## src/rtl/irq_pkg.sv

```systemverilog
// Shared constants, FSM state type and grant-clear helper for the 8-to-3 IRQ encoder.
package irq_pkg;

   localparam int unsigned N = 8;
   localparam int unsigned W = 3;

   typedef enum logic {
      IDLE  = 1'b0,
      GRANT = 1'b1
   } state_t;

   function automatic logic [N-1:0] clr_onehot(input logic [W-1:0] code);
      logic [N-1:0] m;
      m       = '0;
      m[code] = 1'b1;
      return m;
   endfunction

endpackage

```

## src/rtl/irq_encoder_8_3_if.sv

```systemverilog
// Request/grant bundle between event sources, the encoder and its consumer.
interface irq_encoder_8_3_if;
   import irq_pkg::*;

   logic [N-1:0] req;
   logic [N-1:0] mask;
   logic         ack;
   logic [W-1:0] code;
   logic         valid;
   logic [N-1:0] pending;
   logic         overrun;

   modport master (
      output req, mask, ack,
      input  code, valid, pending, overrun
   );

   modport slave (
      input  req, mask, ack,
      output code, valid, pending, overrun
   );
endinterface

```

## src/rtl/irq_encoder_8_3_prio.sv

```systemverilog
// Combinational 8-to-3 priority encoder; direction selected by i_high_first.
module prio_enc_8_3
   import irq_pkg::*;
(
   input  logic [N-1:0] i_vector,
   input  logic         i_high_first,
   output logic [W-1:0] o_idx,
   output logic         o_any
);

   always_comb begin
      o_idx = '0;
      o_any = |i_vector;
      // Scan so the winning bit is the last one assigned.
      if (i_high_first) begin
         for (int unsigned k = 0; k < N; k++) begin
            if (i_vector[k]) o_idx = W'(k);
         end
      end else begin
         for (int unsigned k = 0; k < N; k++) begin
            if (i_vector[N-1-k]) o_idx = W'(N-1-k);
         end
      end
   end

endmodule

```

## src/rtl/irq_encoder_8_3.sv

```systemverilog
// Sticky edge-captured request register with prioritised valid/ack grant of one line at a time.
module irq_encoder_8_3
   import irq_pkg::*;
#(
   parameter bit HIGH_FIRST = 1'b1
) (
   input  logic              clk,
   input  logic              rst,
   irq_encoder_8_3_if.slave  bus
);

   logic [N-1:0] r_req_q;
   logic [N-1:0] r_pending;
   logic [W-1:0] r_code;
   logic         r_overrun;
   state_t       r_state;

   state_t       w_state_nxt;
   logic         w_load;
   logic         w_valid;
   logic [N-1:0] w_edge;
   logic [N-1:0] w_clr;
   logic [W-1:0] w_idx;
   logic         w_any;

   assign w_valid = (r_state == GRANT);
   assign w_edge  = bus.req & ~r_req_q;
   assign w_clr   = (w_valid && bus.ack) ? clr_onehot(r_code) : '0;

   prio_enc_8_3 u_prio (
      .i_vector     (r_pending & bus.mask),
      .i_high_first (HIGH_FIRST),
      .o_idx        (w_idx),
      .o_any        (w_any)
   );

   always_comb begin
      w_state_nxt = r_state;
      w_load      = 1'b0;
      case (r_state)
         IDLE: begin
            if (w_any) begin
               w_load      = 1'b1;
               w_state_nxt = GRANT;
            end
         end
         GRANT: begin
            if (bus.ack) w_state_nxt = IDLE;
         end
         default: w_state_nxt = IDLE;
      endcase
   end

   // Edge OR-in after clear: a new event on the line being acked stays pending.
   always_ff @(posedge clk) begin
      if (rst) begin
         r_req_q   <= '0;
         r_pending <= '0;
         r_code    <= '0;
         r_overrun <= 1'b0;
         r_state   <= IDLE;
      end else begin
         r_req_q   <= bus.req;
         r_pending <= (r_pending & ~w_clr) | w_edge;
         r_overrun <= r_overrun | (|(w_edge & r_pending & ~w_clr));
         r_state   <= w_state_nxt;
         if (w_load) r_code <= w_idx;
      end
   end

   assign bus.code    = r_code;
   assign bus.valid   = w_valid;
   assign bus.pending = r_pending;
   assign bus.overrun = r_overrun;

endmodule

```

## src/flat_wrapper.sv

```systemverilog
// flat-port wrapper written by rule: the top's interface ports become plain ports
module irq_encoder_8_3_flat import irq_pkg::*;
#(
   parameter bit HIGH_FIRST = 1'b1
)
  (clk, rst, bus_req, bus_mask, bus_ack, bus_code, bus_valid, bus_pending, bus_overrun);
  irq_encoder_8_3_if bus_i ();
  input  logic clk;
  input  logic rst;
  input wire logic [$bits(bus_i.req)-1:0] bus_req;
  input wire logic [$bits(bus_i.mask)-1:0] bus_mask;
  input wire logic [$bits(bus_i.ack)-1:0] bus_ack;
  output wire logic [$bits(bus_i.code)-1:0] bus_code;
  output wire logic [$bits(bus_i.valid)-1:0] bus_valid;
  output wire logic [$bits(bus_i.pending)-1:0] bus_pending;
  output wire logic [$bits(bus_i.overrun)-1:0] bus_overrun;
  assign bus_i.req = bus_req;
  assign bus_i.mask = bus_mask;
  assign bus_i.ack = bus_ack;
  assign bus_code = bus_i.code;
  assign bus_valid = bus_i.valid;
  assign bus_pending = bus_i.pending;
  assign bus_overrun = bus_i.overrun;
  irq_encoder_8_3 #(.HIGH_FIRST(HIGH_FIRST)) u_core (.clk(clk), .rst(rst), .bus(bus_i));
endmodule
```

## config.mk

```make
export PLATFORM = sky130hd
export DESIGN_NAME = irq_encoder_8_3_flat
export DESIGN_NICKNAME = d
export VERILOG_FILES = /design/src/rtl/irq_pkg.sv /design/src/rtl/irq_encoder_8_3_if.sv /design/src/rtl/irq_encoder_8_3_prio.sv /design/src/rtl/irq_encoder_8_3.sv /design/src/flat_wrapper.sv
export SDC_FILE = /design/constraint.sdc
export NUM_CORES = 1
export LEC_CHECK = 0
export ABC_AREA = 0
export CAP_MARGIN = 15
export CORE_MARGIN = 4
export CORE_UTILIZATION = 46
export CTS_CLUSTER_DIAMETER = 50
export CTS_CLUSTER_SIZE = 28
export DETAILED_ROUTE_END_ITERATION = 10
export GPL_TIMING_DRIVEN = 0
export PLACE_DENSITY = 0.82
export SYNTH_ARGS = -nofsm -noshare
export SYNTH_HDL_FRONTEND = slang
export SYNTH_SLANG_ARGS = --single-unit
```

## constraint.sdc

```tcl
create_clock -name clk -period 2.7 [get_ports clk]
set_clock_uncertainty 0.1 [all_clocks]
set_input_delay 0.27 -clock clk [delete_from_list [all_inputs] [get_ports clk]]
set_output_delay 0.27 -clock clk [all_outputs]
set_load 0.005 [all_outputs]
```

==> flow_metrics.py <==
metrics = {
    "run_status": {
        "status": "finished, final reports clean",
    },
    "global_routing": {
        "grt_util_all_layers": 0.1773,
        "grt_pass1_wl_um": 3553,
        "grt_pass1_vias": 792,
        "grt-ovfl-total": 0,
        "antenna_found_initial": 0,
        "grt_max_degree": 14,
    },
    "worst_setup_path": {
        "cp_data_required_time_ns": 2.33,
        "crit_chain": "clkdlybuf4s50_1",
        "crit_path_top_delay_cell": "clkdlybuf4s50_1",
        "max_stage_delay_ns": 0.56,
        "critPathKind": "flop to output port",
        "arrival_ns": 1.38,
        "critPathLaunchType": "flop",
        "endpoint_kind": "output port",
        "critPathTopFamily": "buffers and inverters",
        "crit_path_max_fanout": 7,
        "worst-path-buf-inv": 1,
    },
    "logic_synthesis": {
        "synth.yosys.warnings": 0,
        "yosysSeqAreaShare": 0.4654,
        "syn_area_sq_um": 903.4,
        "synthCells": 92,
        "synthFlopType": "dfxtp_1",
        "synth_edf_count": 0,
        "ys_ff_latch": 21,
        "syn_nets": 111,
        "syn_avg_cell_area_sq_um": 9.819,
        "ys_types": 26,
        "async_flop_share": 0,
    },
    "clock_network": {
        "path_clk_slew_ns": 0.12,
        "tritoncts": "done",
        "cts_buffer_depth": 2,
        "ctsResizeCount": 0,
        "cts.htree.levels": 1,
        "clk-insertion-delay-late_ns": 0.32,
        "ctsHoldBuffers": 0,
        "cts_buffers": 3,
        "post_cts_buffers": 0,
        "cts.sinks": 21,
        "root_buffer": "clkbuf_4",
    },
    "detailed_routing": {
        "wl_um": 2148,
        "viasPerCell": 5.474,
        "drt-pass1-iter-count": 4,
        "vias": 832,
        "drt-initial-drc-count": 19,
        "drc": 0,
        "postRouteAntennaNets": 0,
        "avgRoutedWirePerCell_um": 14.13,
    },
    "power_and_ir_drop": {
        "cellLeakagePower_nw": 0.4551,
        "pwr-share-comb": 0.232,
        "internal_power_mw": 0.4901,
        "p_switching_mw": 0.1965,
        "pwr-share-seq": 0.533,
        "power_density_nw_per_um2": 538.5,
        "clkPwrFrac": 0.235,
        "power_mw": 0.6866,
        "ir_drop_v": 0.0005216,
        "switching_share": 0.2862,
    },
    "placement": {
        "numPlacedInstances": 148,
        "portBuffers": 31,
        "dp_hpwl_um": 1692,
        "gp_congestion": 0.8285,
    },
    "sta": {
        "fin_crit_sh": 0.6465,
        "slew_headroom": 0.6766,
        "hold_violations": 0,
        "worst_pin_slew_ns": 0.4851,
        "fin_crit_ns": 1.746,
        "max_freq_mhz": 572.8,
        "drv_slew": 0,
        "rsz0062_at_grt": "no",
        "hold_ws_ns": 0.4195,
        "setup_violations": 0,
        "fin_tns_setup_ns": 0,
    },
    "floorplan": {
        "ios": 32,
        "dieArea_sq_um": 2737,
        "start_util": 0.5014,
        "row_count": 15,
        "die_h_um": 52.32,
        "coreArea_sq_um": 1802,
        "die_x_um": 52.32,
    },
    "cells_and_area": {
        "num-nets-final": 147,
        "final_core_util": 0.7076,
        "areaGrowthSynthToFinish_pct": 41.14,
        "drive_gt1_frac": 0.09449,
        "n_fill_cell": 153,
        "seqCellArea_sq_um": 420.4,
        "multi_input_area_sq_um": 471.7,
        "stdcell_count": 152,
        "antenna_cells": 0,
    },
    "worst_hold_path": {
        "hp-class": "input port to flop",
    },
    "job": {
        "cap_violations": 0,
    },
}
-- layout make-up --
class	count	share of cell area
Multi-Input combinational cell	68	0.3700
Sequential cell	21	0.3297
Timing Repair Buffer	31	0.2434
Tap cell	25	0.02453
Clock buffer	3	0.01766
Clock inverter	1	0.005888
Buffer	2	0.005888
Inverter	1	0.002944
-- cell usage after synthesis, types with 2 or more instances --
| cell type | count | area [sq um] |
|---|---|---|
| nand2_1 | 5 | 18.77 |
| dfxtp_1 | 21 | 420.4 |
| clkbuf_1 | 2 | 7.510 |
| a21oi_1 | 9 | 45.04 |
| nor2b_1 | 9 | 56.30 |
| o22a_1 | 3 | 26.28 |
| a211oi_1 | 2 | 15.01 |
| nand2b_1 | 11 | 68.82 |
| a22oi_1 | 2 | 15.01 |
| a22oi_2 | 2 | 25.02 |
| nor2_1 | 5 | 18.77 |
| o21ai_1 | 5 | 25.02 |
| a41oi_2 | 2 | 32.53 |
| o31ai_2 | 2 | 25.02 |
-- placed cells by master (no fill, tap or decap), types with 2 or more instances in the layout --
master / n
clkdlybuf4s50_1: 31
dfxtp_1: 21
nand2b_1: 11
a21oi_1: 9
nor2b_1: 9
o21ai_1: 5
nor2_1: 5
nand2_1: 5
o22a_1: 3
clkbuf_4: 3
clkbuf_1: 2
o31ai_2: 2
a22oi_2: 2
a22oi_1: 2
a41oi_2: 2
a211oi_1: 2
-- per-stage QoR --
step / cell area (sq um) / setup WS, ns
2_1_floorplan: 903.4 / 1.409
3_3_place_gp: 1245 / 0.9704
3_5_place_dp: 1245 / 0.9509
4_1_cts: 1275 / 0.9478
5_1_grt: 1275 / 0.8930
6_report: 1275 / 0.9543
-- layer usage --
metal  GRT usage  vias up  wire, um
li1            -      410         -
met1      0.2038      384       896
met2      0.3037       34      1043
met3     0.06553        4       181
met4     0.05106        0        27
met5           0        -         0
-- state kept, by name (all words and copies together) (netlist names) --
name / cells
u_core.bus.overrun: 1
u_core.bus.code: 3
u_core.bus.valid: 1
u_core.bus.pending: 8
u_core.r_req_q: 8
-- cell families after synthesis --
kind of cell | share of synthesized area
AND/OR/NAND/NOR | 0.2188
AO/OA/AOI/OAI | 0.3033
flip-flops | 0.4654
buffers and inverters | 0.01246
-- power by group through the flow --
stage	Sequential (mW)	Clock, mW	Combinational (mW)
final	0.366	0.161	0.159
after global routing	0.371	0.178	0.174
after CTS	0.366	0.165	0.161
after detailed placement	0.372	0	0.160
after global placement	0.371	0	0.157
after floorplan	0.369	0	0.0751
-- final timing paths --
path | slack, ns | endpoint | cells after the start | from
max | 0.95 | bus_code[0] | 1 | u_core.bus.code[0]
min | 0.42 | u_core.r_req_q[0] | 2 | bus_req[0]
max reg2reg | 1.24 | u_core.bus.overrun | 4 | u_core.bus.valid
min reg2reg | 0.43 | u_core.bus.pending[1] | 2 | u_core.r_req_q[1]
No activity file was read; power rests on OpenSTA's default activity.
==> RTL edit 1, RTL diff (config.mk and constraints unchanged) <==
`HIGH_FIRST` is set to 1'b1 in 2 places; all go to 1'b0.
--- a/src/rtl/irq_encoder_8_3.sv
+++ b/src/rtl/irq_encoder_8_3.sv
@@ -2,7 +2,7 @@
 module irq_encoder_8_3
    import irq_pkg::*;
 #(
-   parameter bit HIGH_FIRST = 1'b1
+   parameter bit HIGH_FIRST = 1'b0
 ) (
    input  logic              clk,
    input  logic              rst,
--- a/src/flat_wrapper.sv
+++ b/src/flat_wrapper.sv
@@ -1,7 +1,7 @@
 // flat-port wrapper written by rule: the top's interface ports become plain ports
 module irq_encoder_8_3_flat import irq_pkg::*;
 #(
-   parameter bit HIGH_FIRST = 1'b1
+   parameter bit HIGH_FIRST = 1'b0
 )
   (clk, rst, bus_req, bus_mask, bus_ack, bus_code, bus_valid, bus_pending, bus_overrun);
   irq_encoder_8_3_if bus_i ();
Formal check against the unedited RTL: not equivalent (a bounded check fails within 4 cycles, from zero or initial values and one cycle with rst high).
==> RTL edit 1 against the original RTL <==
- non-clock buffer count grew 1
- cell area grew 0.49%
- maximum frequency shrank 0.53%
- critical path depth is the same
- setup slack lost 0.0093 ns
- area after synthesis grew 0.97%
- sequential cell count is the same
- wire length grew 4.7%
- total power shrank 1.3%
==> RTL edit 1: results <==
[run_status]
run_status = finished, final reports clean

[logic_synthesis]
synth_edf_count = 0
synth_common_cells = dfxtp_1, a21oi_1, nand2b_1
ys_warn_count = 0
synth_area_leaders = dfxtp_1, nand2b_1, a21oi_1, nor2b_1, a22oi_1
syn_nets = 115
synthDistinctLibCells = 28
ys_seq_area_frac = 0.461
synth_area_per_cell_um2 = 9.50

[global_routing]
grt_max_degree = 13
antenna_found_initial = 0
grt_pass1_vias = 835
grt_pass1_wl_um = 3660
grt_use_total = 0.182

[worst_hold_path]
hp-class = input port to register
min_from = bus_req[4]

[setup_path]
reg2reg_from = u_core.bus.valid$_SDFF_PP0_
slowest_delay_ns = 0.57
worst_ep_arrival_time_ns = 1.38
worst-path-max-fanout = 7
startpoint = u_core.bus.code[2]$_SDFFE_PP0P_
cp_slowest_cell = clkdlybuf4s50_1

[clock_tree]
clkTransAtPathRegs_ns = 0.12
clk-insertion-delay-late_ns = 0.31
cts_buffers = 3
root_buffer = clkbuf_4
clock_path_buffers = 2
cts_resized = 0
htree_num_levels = 1
cts_setup_buffers = 0

[placement]
gp_congestion = 0.845
io_buffers = 31
dp_hpwl_um = 1700
dpl_worst_slack_ns = 0.844

[cells_and_area]
fill_cells = 150
nets = 151
drive_gt1_frac = 0.0840
fin_cells = 156

[routing]
initialDrtViolationCount = 20
via_count = 859
wl_per_cell_um = 14.4

[timing]
slew_headroom = 0.673

[power]
ir_worst_vdd_v = 0.000336
leakage_nw = 0.457
==> RTL edit 1: path summary, 6_finish.rpt <==
check                                                        end  slack, ns  cells after the start
worst max-delay path                                 bus_code[2]       0.95                      1
worst min-delay path                u_core.r_req_q[4]$_SDFF_PP0_       0.42                      2
worst max register to register     u_core.bus.overrun$_SDFF_PP0_       1.19                      5
worst min register to register  u_core.bus.pending[3]$_SDFF_PP0_       0.43                      2
==> RTL edit 1: metrics by stage <==
step	hold slack (ns)	utilization	cell area (um^2)
CTS	0.423	0.711	1280
finish	0.422	0.711	1280
global route	0.421	0.711	1280
floorplan	0.242	-	912
global placement	0.399	0.696	1250
detailed placement	0.403	0.696	1250
==> RTL edit 1: kinds of logic after synthesis <==
kind of cell           after synthesis  synth area share
AND/OR/NAND/NOR                     36             0.236
AO/OA/AOI/OAI                       35             0.278
flip-flops                          21             0.461
buffers and inverters                4            0.0247
==> RTL edit 1: where the power goes <==
part / internal [W] / leakage, nW / switching (W) / total [W]
Clock: 0.0000555 / 0.0177 / 0.000101 / 0.000157
Combinational: 0.0000955 / 0.265 / 0.0000656 / 0.000161
Sequential: 0.000335 / 0.175 / 0.0000249 / 0.000360
==> RTL edit 1: cell type report <==
type                    count  area [um^2]  share of cell area
plain buffers               3         18.8              0.0146
repair buffers             31          310               0.242
multi-input cells          71          469               0.366
well taps                  25         31.3              0.0244
flip-flops and latches     21          420               0.328
clock inverters             1         5.00             0.00391
clock buffers               3         22.5              0.0176
inverters                   1         3.75             0.00293
==> RTL edit 1: metal layers <==
metal  part of all wire  global-route usage
met1               0.43               0.211
met2               0.47               0.310
met3              0.086              0.0399
met4              0.020              0.0894
met5                  0                   0
